### config.mk
export PLATFORM = sky130hd
export DESIGN_NAME = flash_ctrl
export DESIGN_NICKNAME = d
export VERILOG_FILES = /design/src/rtl/flash_ctrl.sv
export SDC_FILE = /design/constraint.sdc
export NUM_CORES = 1
export LEC_CHECK = 0
export BUFFER_PORTS_ARGS = -buffer_cell sky130_fd_sc_hd__buf_2
export CORE_UTILIZATION = 45
export CTS_BUF_LIST = sky130_fd_sc_hd__clkbuf_16
export DETAILED_ROUTE_END_ITERATION = 12
export PLACE_DENSITY_LB_ADDON = 0.25
export SLEW_MARGIN = 20
export SYNTH_ARGS = -nofsm -noshare
export SYNTH_HDL_FRONTEND = slang
export SYNTH_SLANG_ARGS = --single-unit
export TNS_END_PERCENT = 10
### constraint.sdc
create_clock -name clk -period 3.1 [get_ports clk]
set_input_delay 0.62 -clock clk [delete_from_list [all_inputs] [get_ports clk]]
set_output_delay 0.62 -clock clk [all_outputs]
set_load 0.02 [all_outputs]
### src/rtl/flash_ctrl.sv
// Bus-to-flash controller: array read/program, keyed erase with timeout,
// and a small KEY/CMD/STATUS register window.
module flash_ctrl #(
   parameter logic [31:0] UNLOCK_KEY    = 32'hA5A5_5A5A,
   parameter logic [15:0] ERASE_TIMEOUT = 16'd64
) (
   input  logic        clk,
   input  logic        rst_n,
   input  logic        bus_req,
   input  logic        bus_we,
   input  logic [12:0] bus_addr,
   input  logic [31:0] bus_wdata,
   output logic        bus_ack,
   output logic        bus_err,
   output logic [31:0] bus_rdata,
   output logic        fl_rd_en,
   output logic        fl_wr_en,
   output logic        fl_erase_en,
   output logic [11:0] fl_addr,
   output logic [31:0] fl_data_in,
   input  logic [31:0] fl_data_out,
   input  logic        fl_busy
);

   typedef enum logic [2:0] {
      IDLE, RD, RD_DATA, PROG, ERASE, ERASE_WAIT, ACK
   } state_t;

   localparam logic [1:0] R_KEY    = 2'd0;
   localparam logic [1:0] R_CMD    = 2'd1;
   localparam logic [1:0] R_STATUS = 2'd2;

   state_t      state_q, state_d;
   logic [9:0]  addr_q;
   logic [31:0] wdata_q;
   logic [31:0] rdata_q, rdata_d;
   logic        err_q, err_d;
   logic        unl_q, unl_d;
   logic        pe_q, pe_set, pe_clr;
   logic        et_q, et_set, et_clr;
   logic [15:0] cnt_q, cnt_d;
   logic [31:0] status;

   assign status = {28'b0, et_q, pe_q, 1'b0, unl_q};

   always_comb begin
      state_d     = state_q;
      rdata_d     = rdata_q;
      err_d       = err_q;
      unl_d       = unl_q;
      cnt_d       = cnt_q;
      pe_set      = 1'b0;
      pe_clr      = 1'b0;
      et_set      = 1'b0;
      et_clr      = 1'b0;
      fl_rd_en    = 1'b0;
      fl_wr_en    = 1'b0;
      fl_erase_en = 1'b0;
      unique case (state_q)
         IDLE: begin
            if (bus_req) begin
               state_d = ACK;
               err_d   = 1'b0;
               rdata_d = '0;
               if (!bus_addr[12]) begin
                  if (bus_addr[11:10] != 2'b00) begin
                     err_d = 1'b1;
                  end else if (!bus_we) begin
                     state_d = RD;
                  end else if (unl_q) begin
                     state_d = PROG;
                  end else begin
                     err_d  = 1'b1;
                     pe_set = 1'b1;
                  end
               end else begin
                  case (bus_addr[1:0])
                     R_KEY: begin
                        if (bus_we) unl_d = (bus_wdata == UNLOCK_KEY);
                     end
                     R_CMD: begin
                        // lock request takes priority over erase
                        if (bus_we && bus_wdata[1]) begin
                           unl_d = 1'b0;
                        end else if (bus_we && bus_wdata[0]) begin
                           if (unl_q) begin
                              state_d = ERASE;
                           end else begin
                              err_d  = 1'b1;
                              pe_set = 1'b1;
                           end
                        end
                     end
                     R_STATUS: begin
                        if (bus_we) begin
                           pe_clr = bus_wdata[2];
                           et_clr = bus_wdata[3];
                        end else begin
                           rdata_d = status;
                        end
                     end
                     default: ;
                  endcase
               end
            end
         end
         RD: begin
            fl_rd_en = 1'b1;
            state_d  = RD_DATA;
         end
         RD_DATA: begin
            rdata_d = fl_data_out;
            state_d = ACK;
         end
         PROG: begin
            fl_wr_en = 1'b1;
            state_d  = ACK;
         end
         ERASE: begin
            fl_erase_en = 1'b1;
            cnt_d       = '0;
            state_d     = ERASE_WAIT;
         end
         ERASE_WAIT: begin
            if (cnt_q == ERASE_TIMEOUT) begin
               err_d   = 1'b1;
               et_set  = 1'b1;
               unl_d   = 1'b0;
               state_d = ACK;
            end else if (cnt_q != 16'd0 && !fl_busy) begin
               unl_d   = 1'b0;
               state_d = ACK;
            end else begin
               cnt_d = cnt_q + 16'd1;
            end
         end
         ACK: state_d = IDLE;
         default: state_d = IDLE;
      endcase
   end

   always_ff @(posedge clk) begin
      if (!rst_n) begin
         state_q <= IDLE;
         addr_q  <= '0;
         wdata_q <= '0;
         rdata_q <= '0;
         err_q   <= 1'b0;
         unl_q   <= 1'b0;
         pe_q    <= 1'b0;
         et_q    <= 1'b0;
         cnt_q   <= '0;
      end else begin
         state_q <= state_d;
         rdata_q <= rdata_d;
         err_q   <= err_d;
         unl_q   <= unl_d;
         cnt_q   <= cnt_d;
         pe_q    <= (pe_q & ~pe_clr) | pe_set;
         et_q    <= (et_q & ~et_clr) | et_set;
         if (state_q == IDLE && bus_req) begin
            addr_q  <= bus_addr[9:0];
            wdata_q <= bus_wdata;
         end
      end
   end

   assign bus_ack    = (state_q == ACK);
   assign bus_err    = bus_ack & err_q;
   assign bus_rdata  = bus_ack ? rdata_q : '0;
   assign fl_addr    = (state_q == IDLE) ? 12'd0 : {2'b00, addr_q};
   assign fl_data_in = (state_q == PROG) ? wdata_q : '0;

endmodule

Word-level counts from Yosys, hierarchy flattened. Index checks and enable logic that the tools add are counted.

Register bits: 97. Latch bits: 0. RAM bits: 0. ROM bits: 0. Input port bits: 82. Memories kept: 0.

Add/sub/neg operators: 1. $mul: 0. Divide/modulo/power cells: 0. $lt $le $gt $ge: 0. Equality and inequality tests: 19. Shift operators: 0. Mux-type cells: 60. Bitwise operators: 7. Reduce and logical (&&, ||, !) cells: 18.

Operators with widths (number): 32-bit two-way mux (3); 32-bit one-hot mux with 2 select lines (1); 1-bit two-way mux (34); 32-bit == test (second input constant) (1); 16-bit two-way mux (2); 16-bit one-hot mux with 2 select lines (1); 3-bit two-way mux (7); 16-bit by 1-bit adder with 16-bit output (second input constant) (1); 16-bit by 7-bit == test with 1-bit output (second input constant) (1); 16-bit nonzero test (1); 3-bit one-hot mux with 5 select lines (1); 4-bit two-way mux (3); 10-bit two-way mux (1); 2-bit != test (second input constant) (5); 3-bit == test (second input constant) (3); 3-bit != test (second input constant) (3); 2-bit two-way mux (4); 2-bit nonzero test (4); 7-bit AND reduction (1); 3-bit by 2-bit == test with 1-bit output (second input constant) (2); 1-bit one-hot mux with 2 select lines (3); 3-bit AND reduction (2); 1-bit logical AND (4); 2-bit AND reduction (2); 11 further kinds (15).

Logic depth before layout (Yosys ltp). Gate-level depths: netlist (run 1).

Word-level depth: 8. Mapped depth: 8. Mapped depth without buffers: 7.

Least setup slack after synthesis (run 1). Ideal clock, no wire load.

Path kind: reg-to-output. From: reg state_q[1]. To: out bus_rdata[22]. Arrival time: 1.594 ns. Setup slack: 0.886 ns. Cell stages (with the launch flop): 6. Path buffers: 2. Cell sequence: dfxtp_1 clkbuf_1 nand2_1 nor2_1 clkbuf_1 and2_1.

Cells in the longest elaborated chain, start to end: 2.

Ends and longest elaborated chain: from (decl) (line 33) `state_t state_q, state_d;`; from (signal assigned) (line 154) `state_q <= state_d;`; 3-bit == test (line 168) `assign bus_ack = (state_q == ACK);`; net bus_ack (line 13) `output logic bus_ack,`; 32-bit two-way mux (line 170) `assign bus_rdata = bus_ack ? rdata_q : '0;`; to (decl) (line 15) `output logic [31:0] bus_rdata,`.

The timed path passes the listed nets, and every way through them passes these cells.

Worst setup path in the final report (run 1).
From: reg state_q[2]. To: out fl_data_in[6].

Cells in the longest elaborated chain, start to end: 2.

Ends and longest elaborated chain: 3-bit by 2-bit == test with 1-bit output (line 172) `assign fl_data_in = (state_q == PROG) ? wdata_q : '0;`; 32-bit two-way mux (line 172); to (decl) (line 20) `output logic [31:0] fl_data_in,`.

Every way passes these cells.

==> results of run 1 <==
## cell type report
| class | count | share of cell area (%) |
|---|---|---|
| tap | 133 | 2.932 |
| clock buffer | 9 | 3.968 |
| clock inverter | 7 | 1.235 |
| sequential | 97 | 34.22 |
| inverter | 9 | 0.5952 |
| multi-input combinational | 451 | 41.75 |
| timing repair buffer | 169 | 15.30 |
## critical path: cells and delay by family (launching register included)
family	cells	cell delay (ns)
DFF	1	0.52
buffers and inverters	3	0.56
and+or+nand+nor	2	0.42
## worst min path at each step
| stage | slack (ns) | from | cells past startpoint | to |
|---|---|---|---|---|
| floorplan | 0.43 | wdata_q[0] | 2 | wdata_q[0] |
| global placement | 0.44 | wdata_q[18] | 2 | wdata_q[18] |
| detailed placement | 0.44 | wdata_q[29] | 2 | wdata_q[29] |
| CTS | 0.45 | wdata_q[1] | 2 | wdata_q[1] |
| global route | 0.46 | wdata_q[15] | 2 | wdata_q[15] |
| finish | 0.45 | wdata_q[10] | 2 | wdata_q[10] |
## registers in the layout, summed over array words and instances, names as in the netlist
name,flops
et_q,1
addr_q,10
state_q,3
err_q,1
cnt_q,16
unl_q,1
pe_q,1
rdata_q,32
wdata_q,32
## power by group
part | switching [uW] | internal [uW] | total [uW] | leakage, uW
Sequential | 50.4 | 1330 | 1380 | 0.000790
Clock | 473 | 624 | 1100 | 0.000141
Combinational | 308 | 167 | 475 | 0.00152
Total | 831 | 2120 | 2950 | 0.00245
## through the flow
step	worst slack (ns)	hold slack [ns]	total power (uW)	std cells
after floorplan	0.8861	0.4317	1726	602
after global placement	0.9273	0.4375	1866	859
after detailed placement	0.8840	0.4432	1885	859
after CTS	0.6576	0.4534	2978	875
after global routing	0.5386	0.4625	3094	875
final	0.6450	0.4502	2954	875
## Yosys cell counts (all sizes together) (5+ instances only)
library cell | n | area, sq um
a21oi | 90 | 450.4
nor2b | 11 | 68.82
nand4 | 6 | 37.54
nor2 | 23 | 86.33
clkbuf | 36 | 135.1
nor4 | 8 | 56.30
buf | 9 | 50.04
nand2 | 131 | 491.7
dfxtp | 97 | 1942
nand3 | 33 | 165.2
o21ai | 16 | 80.08
and2 | 66 | 412.9
inv | 9 | 33.78
nand2b | 6 | 37.54
nor3 | 11 | 55.05
nor4b | 5 | 50.04
or3 | 8 | 50.05
## logic make-up after synthesis
kind of cell / count (synthesis) / share of synthesized area, %
AND/OR/NAND/NOR: 326 / 36.65
AO/OA/AOI/OAI: 115 / 13.60
flip-flops: 97 / 42.90
buffers and inverters: 54 / 4.837
XOR/XNOR: 3 / 0.5805
multiplexers: 3 / 0.8014
adder cells (fa/ha/maj): 2 / 0.5527
other: 1 / 0.08284
## routing by layer
layer,vias up,GRT usage (%)
li1,2287,-
met1,2054,27.87
met2,144,37.79
met3,10,5.062
met4,0,7.912
met5,-,0
==> results.py, run 1 <==
metrics = {
    "run_status": {
        "outcome": "finished clean",
    },
    "global_routing": {
        "grt_pass1_vias": 4157,
        "grt_usage_pct": 22.33,
        "grt_overflow": 0,
        "grt_antenna_before_repair": 0,
        "grt_pass1_wl_um": 18690,
        "grt_max_degree": 46,
    },
    "clocking": {
        "cts_resized": 0,
        "cts_sinks": 97,
        "numCtsBuffers": 9,
        "cts_tree": "yes",
        "cts_setup_buffers": 0,
        "root_buffer": "clkbuf_16",
        "clock_path_buffers": 2,
        "clk_latency_ns": 0.34,
        "htreeDepth": 3,
        "clk_pin_slew_ns": 0.06,
        "hold_buffers": 0,
    },
    "drt": {
        "wl_um": 11890,
        "wl_met3_um": 756,
        "drc": 0,
        "routedWlPerCell_um": 13.58,
        "ant_nets": 0,
        "wl_met1_um": 5280,
        "top_layer_used": "met4",
        "drtIter0Drc": 204,
        "vias_per_cell": 5.137,
        "route.met2.wl_um": 5705,
        "vias": 4495,
        "drt_first_pass_iters": 4,
    },
    "sta": {
        "fmax_mhz": 407.3,
        "slew_headroom_pct": 30.18,
        "setup_tns_ns": 0,
        "slew_violations": 0,
        "final.min_clock_period_ns": 2.455,
        "fin_crit_sh_pct": 79.19,
        "tightestPinTransition_ns": 1.047,
        "finalSetupViolCount": 0,
        "finalHoldViolCount": 0,
        "fin_skew_ns": 0.01297,
        "rsz0062_at_grt": "false",
    },
    "critical_path": {
        "crit_start": "state_q[2]",
        "r2r-start": "state_q[2]",
        "critPathArrivalTime_ns": 1.83,
        "cp-start-kind": "register",
        "critPathKind": "reg -> out",
        "slowest_stage": "dfxtp_1",
        "worstReg2RegEnd": "cnt_q[5]",
        "crit_path_end_kind": "output pin",
        "path_cells": "inv_1 > and3_1 > buf_4 > and2_1 > buf_2",
        "critPathMaxStageDelay_ns": 0.52,
        "cp.required_ns": 2.48,
        "crit_path_end": "fl_data_in[6]",
        "path_max_fanout": 33,
        "ff2ff_path_depth": 5,
        "ff2ff_setup_slack_ns": 0.91,
    },
    "yosys": {
        "ys_warn_count": 0,
        "ys_seq_area_share_pct": 42.90,
        "synthCells": 601,
        "synthesis.area_sq_mm": 0.004527,
        "ys_async_sr_fraction_pct": 0,
        "ys_ff_latch": 97,
        "syn_area_per_cell_sq_um": 7.532,
        "synth_cell_types": 45,
        "synthFlopType": "dfxtp_1",
        "synth_edf_count": 0,
    },
    "die": {
        "io_pins": 163,
        "die_area_sq_mm": 0.01046,
        "die_h_um": 102.3,
        "core_sq_mm": 0.009774,
        "die_w_um": 102.3,
        "initial_utilization_pct": 46.31,
        "rows": 36,
    },
    "final_layout": {
        "layout_commonest_cell": "buf_2",
        "multi_input_area_sq_mm": 0.002370,
        "final_util_pct": 58.06,
        "fin_nets": 821,
        "final_cell_mix": "buf_2, nand2_1, dfxtp_1, a21oi_1, and2_1",
        "nFillCells": 943,
        "syn_to_final_growth_pct": 25.37,
        "n_antenna_cell": 0,
        "regArea_sq_mm": 0.001942,
        "drive_gt1_share_pct": 25.88,
        "final_area_sq_mm": 0.005675,
    },
    "min_path": {
        "hold_class": "reg -> reg",
    },
    "placed_design": {
        "hpwl_um": 8284,
        "place_congestion": 0.8302,
        "placed_cell_area_sq_mm": 0.005380,
        "portBuffers": 160,
    },
    "power": {
        "vdd_ir_drop_max_mv": 0.3217,
        "power.leakage_uw": 0.002446,
        "powerDensity_mw_per_mm2": 520.5,
    },
    "job": {
        "maxCapViolCount": 0,
    },
}
Note: power is estimated with default switching activity, not from simulation.
==> inputs of run 2 (changes only) <==
clock period = 2.3 ns   (was 3.1 ns; I/O delays follow)
==> results.py, run 2 (synthesis gave the netlist of run 1 again) <==
metrics = {
    "clocking": {
        "hold_buffers": 0,
        "cts_sinks": 97,
        "clk_latency_ns": 0.34,
        "cts_tree": "yes",
        "clk_pin_slew_ns": 0.07,
        "clock_path_buffers": 2,
        "numCtsBuffers": 9,
        "htreeDepth": 3,
        "root_buffer": "clkbuf_16",
    },
    "die": {
        "die_w_um": 102.3,
        "rows": 36,
        "die_area_sq_mm": 0.01046,
        "initial_utilization_pct": 46.31,
        "die_h_um": 102.3,
        "core_sq_mm": 0.009774,
        "io_pins": 163,
    },
    "sta": {
        "slew_headroom_pct": 30.90,
        "tightestPinTransition_ns": 1.037,
        "fmax_mhz": 466.0,
        "rsz0062_at_grt": "false",
        "finalSetupViolCount": 0,
        "finalHoldViolCount": 0,
        "fin_crit_sh_pct": 93.31,
        "final.min_clock_period_ns": 2.146,
        "slew_violations": 0,
        "hold-worst-slack_ns": 0.3526,
        "fin_skew_ns": 0.007173,
        "setup_tns_ns": 0,
    },
    "final_layout": {
        "syn_to_final_growth_pct": 27.34,
        "final_cell_mix": "buf_2, nand2_1, dfxtp_1, a21oi_1, and2_1",
        "multi_input_area_sq_mm": 0.002382,
        "fin_nets": 826,
        "n_antenna_cell": 0,
        "layout_commonest_cell": "buf_2",
        "drive_gt1_share_pct": 26.64,
        "reg.largest.list": "rdata_q (32), wdata_q (32), cnt_q (16)",
        "regArea_sq_mm": 0.001944,
        "nFillCells": 916,
    },
    "run_status": {
        "outcome": "finished clean",
    },
    "critical_path": {
        "cp_top_family": "simple AND/OR/NAND/NOR gates",
        "worstReg2RegEnd": "cnt_q[8]",
        "cp.required_ns": 2.55,
        "r2r-start": "cnt_q[0]",
        "critPathMaxStageDelay_ns": 0.52,
        "crit_path_end_kind": "register",
        "path_max_fanout": 11,
        "critPathKind": "reg -> reg",
        "critical_path_buf_inv_count": 1,
        "ff2ff_path_depth": 7,
        "critPathArrivalTime_ns": 2.40,
        "cp-start-kind": "register",
        "slowest_stage": "or4_1",
        "ff2ff_setup_slack_ns": 0.15,
        "path_cells": "inv_1 > ha_1 > nor4b_2 > nand4_1 > mux2_4 > or4_1 > a21oi_1",
    },
    "placed_design": {
        "portBuffers": 160,
        "hpwl_um": 8366,
        "place_congestion": 0.8640,
    },
    "drt": {
        "drc": 0,
        "ant_nets": 0,
        "routedWlPerCell_um": 13.60,
        "vias": 4582,
        "drt_first_pass_iters": 4,
        "vias_per_cell": 5.207,
        "drtIter0Drc": 236,
        "wl_um": 11970,
    },
    "min_path": {
        "hold_depth": 3,
        "min_to": "addr_q[8]",
        "hold_class": "in -> reg",
        "hold_path.startpoint": "bus_addr[8]",
    },
    "global_routing": {
        "grt_max_degree": 53,
        "grt_pass1_wl_um": 18850,
        "grt_antenna_before_repair": 0,
        "grt_overflow": 0,
        "grt_pass1_vias": 4205,
        "grt_usage_pct": 22.81,
    },
    "power": {
        "vdd_ir_drop_max_mv": 0.4089,
        "powerDensity_mw_per_mm2": 712.4,
        "power.leakage_uw": 0.002493,
    },
    "job": {
        "maxCapViolCount": 0,
    },
}
-- run 2: cell types whose count changed in the layout (fill, tap and decap cells not counted), moves of 2 or more --
cell	before	now
dfxtp_2	0	2
buf_12	0	2
dfxtp_1	97	95
clkinvlp_4	2	0
-- run 2: where the power goes --
part | switching [uW] | leakage, uW | internal [uW]
combinational | 432 | 0.00155 | 251
clock | 620 | 0.000156 | 943
sequential | 63.7 | 0.000790 | 1800
-- run 2: metal layers --
layer | vias to the layer above | track usage (%) | part of all wire [%]
met5 | - | 0 | 0
met1 | 2108 | 27.87 | 44
li1 | 2300 | - | -
met3 | 10 | 6.224 | 7.4
met4 | 0 | 7.582 | 1.0
met2 | 164 | 38.77 | 48
-- run 2: final cells by class --
cell class,instances,area share [%]
Timing Repair Buffer,173,16.08
Multi-Input combinational cell,452,41.33
Sequential cell,97,33.73
Tap cell,133,2.887
Clock inverter,7,1.476
Inverter,9,0.5861
Clock buffer,9,3.907
-- run 2: per-stage QoR --
stage / power, uW / worst slack, ns / instances / area, sq um / utilization (%)
finish: 4106 / 0.1539 / 880 / 5764 / 58.97
global route: 4295 / 0.01934 / 880 / 5764 / 58.97
CTS: 4112 / 0.05121 / 877 / 5732 / 58.64
detailed placement: 2560 / 0.1590 / 861 / 5420 / 55.45
global placement: 2538 / 0.2274 / 861 / 5420 / 55.45
floorplan: 2327 / 0.2461 / 602 / 4531 / -
-- run 2: worst min-delay path, cell delays in order --
cell     delay, ns
buf_2         0.10
nand2_1       0.04
a21oi_1       0.05
-- run 2: how the worst max path moves through the flow --
stage | from | cells after the start | to | slack (ns)
4_1_cts | state_q[1] | 6 | bus_rdata[10] | 0.05
5_1_grt | cnt_q[1] | 7 | cnt_q[8] | 0.02
2_1_floorplan | state_q[1] | 5 | bus_rdata[22] | 0.25
6_report | cnt_q[0] | 7 | cnt_q[8] | 0.15
3_5_place_dp | cnt_q[0] | 7 | cnt_q[8] | 0.16
3_3_place_gp | bus_req | 5 | rdata_q[2] | 0.23
-- run 2: repair_timing --
action                                  in CTS  in global routing
cloned                                       0                  1
gates resized for setup                      1                  3
buffers inserted                             0                  2
endpoints found under the setup margin      33                 35
pin swaps                                    0                  1
==> inputs of run 3 (changes only) <==
ABC_AREA = 1   (was default)
==> results.py, run 3 <==
metrics = {
    "yosys": {
        "synth_area_leader_cell": "dfxtp_1",
        "synthesis.area_sq_mm": 0.004912,
        "synthTopCellsByArea": "dfxtp_1, nor2_1, a21oi_1",
        "synthFlopType": "dfxtp_1",
        "synth_cell_types": 31,
        "ys_warn_count": 0,
        "ys_async_sr_fraction_pct": 0,
        "yosysMostFrequentCell": "nor2_1",
        "synthCells": 757,
        "synth_edf_count": 0,
        "synthTopCellsByCount": "nor2_1, inv_1, nand2_1",
        "syn_area_per_cell_sq_um": 6.489,
        "ys_seq_area_share_pct": 39.53,
        "synth_top_area_share_pct": 39.53,
        "ys_ff_latch": 97,
    },
    "critical_path": {
        "cp_top_family": "buffers and inverters",
        "cp-start-kind": "register",
        "cp.required_ns": 1.84,
        "crit_top_cell": "buf_4",
        "critPathArrivalTime_ns": 1.71,
        "critPathMaxStageDelay_ns": 0.38,
        "critPathKind": "reg -> out",
        "path_cells": "inv_1 > nor3_4 > buf_4 > clkinvlp_4 > buf_4 > nor2_1 > buf_2",
        "critical_path_buf_inv_count": 5,
        "crit_path_end_kind": "output pin",
        "slowest_stage": "dfxtp_1",
        "path_max_fanout": 16,
    },
    "final_layout": {
        "final_area_sq_mm": 0.006100,
        "syn_to_final_growth_pct": 24.17,
        "drive_gt1_share_pct": 22.98,
        "n_antenna_cell": 0,
        "fin_nets": 985,
        "reg.largest.list": "rdata_q (32), wdata_q (32), cnt_q (16)",
        "final_cell_mix": "buf_2, nor2_1, inv_1, nand2_1",
        "layout_commonest_cell": "buf_2",
    },
    "clocking": {
        "root_buffer": "clkbuf_16",
        "htreeDepth": 3,
        "clock_path_buffers": 2,
        "clk_pin_slew_ns": 0.07,
        "hold_buffers": 0,
        "numCtsBuffers": 9,
        "cts_sinks": 97,
        "cts_tree": "yes",
        "clk_latency_ns": 0.33,
    },
    "run_status": {
        "outcome": "finished clean",
    },
    "global_routing": {
        "grt_usage_pct": 23.24,
        "grt_overflow": 0,
        "grt_antenna_before_repair": 0,
        "grt_pass1_vias": 4499,
        "grt_pass1_wl_um": 21380,
        "grt_max_degree": 48,
    },
    "sta": {
        "finalHoldViolCount": 0,
        "setup_tns_ns": 0,
        "rsz0062_at_grt": "false",
        "fmax_mhz": 460.5,
        "slew_violations": 0,
        "final.min_clock_period_ns": 2.172,
        "fin_skew_ns": 0.005807,
        "fin_crit_sh_pct": 94.42,
        "finalSetupViolCount": 0,
    },
    "die": {
        "core_sq_mm": 0.01046,
        "initial_utilization_pct": 46.95,
        "die_h_um": 106.5,
        "rows": 37,
        "die_w_um": 106.5,
        "die_area_sq_mm": 0.01134,
        "io_pins": 163,
    },
    "min_path": {
        "hold_class": "in -> reg",
    },
    "placed_design": {
        "placed_cell_area_sq_mm": 0.005762,
        "place_congestion": 0.8895,
        "portBuffers": 160,
        "hpwl_um": 9174,
    },
    "drt": {
        "wl_um": 13220,
        "routedWlPerCell_um": 12.70,
        "drc": 0,
        "ant_nets": 0,
        "vias": 5164,
        "vias_per_cell": 4.961,
        "drtIter0Drc": 381,
        "drt_first_pass_iters": 4,
    },
    "power": {
        "powerDensity_mw_per_mm2": 892.3,
        "vdd_ir_drop_max_mv": 0.5243,
        "power.leakage_uw": 0.002637,
    },
    "job": {
        "maxCapViolCount": 0,
    },
}
[run 3: cell count changes after synthesis, sizes merged, moves of 6 or more]
cell	change
nand2b	-6
nor2b	-11
clkbuf	-12
and2	-66
buf	+11
a21oi	+6
nand2	-26
or3	-8
nor2	+119
nand3	+48
inv	+100
o21ai	+29
nor4	-7
[run 3: cell type report]
type	instances	area, sq um
fillers	1054	4363
multi-input cells	507	2366
flip-flops and latches	97	1946
repair buffers	175	925.9
inverters	110	422.9
clock buffers	9	225.2
well taps	136	170.2
clock inverters	6	36.28
repair inverters	1	7.507
[run 3: layer usage]
| layer | vias to the layer above | global-route usage [%] | wire (um) |
|---|---|---|---|
| met5 | - | 0 | 0 |
| met4 | 0 | 6.164 | 182 |
| met3 | 15 | 4.476 | 744 |
| met2 | 142 | 39.70 | 6151 |
| met1 | 2312 | 29.86 | 6142 |
| li1 | 2695 | - | - |
[run 3: tightest hold or removal path: stages]
cell and delay, ns:
buf_2 0.09, nand3_1 0.07, a21oi_1 0.06
[run 3: path summary, 6_finish.rpt]
path	from	endpoint	slack (ns)	cells after the start
min reg2reg	wdata_q[18]	wdata_q[18]	0.46	2
min	fl_data_out[26]	rdata_q[26]	0.39	3
max reg2reg	state_q[0]	rdata_q[12]	0.37	6
max	state_q[1]	bus_rdata[6]	0.13	7
[run 3: kinds of logic after synthesis]
| family | synth area share (%) |
|---|---|
| AOI/OAI and AO/OA | 15.67 |
| xor gates and xnor gates | 0.8917 |
| adders and majority gates | 0.5093 |
| buffers and inverters | 12.81 |
| DFF | 39.53 |
| other | 0.07634 |
| and+or+nand+nor | 30.51 |
[run 3: where the power goes]
part	switching, uW	internal [uW]	leakage, uW	total, uW
Sequential	168	2020	0.000794	2190
Clock	629	722	0.000127	1350
Combinational	1310	591	0.00172	1900
[run 3: what timing repair did]
item                                    in CTS  in global routing
cloned                                       1                  0
buffers inserted                             5                  0
pin swaps                                    1                  0
gates resized for setup                      5                  6
endpoints found under the setup margin      33                 65
[run 3: metrics by stage]
step	std cells	hold slack (ns)	setup slack (ns)	power (uW)	utilization (%)
floorplan	758	0.4300	0.06258	3572	-
global placement	1020	0.4406	0.3163	4015	55.07
detailed placement	1020	0.4452	0.1951	4039	55.07
CTS	1041	0.3863	0.01392	5446	58.17
global route	1041	0.3862	0.02156	5824	58.30
finish	1041	0.3934	0.1284	5443	58.30
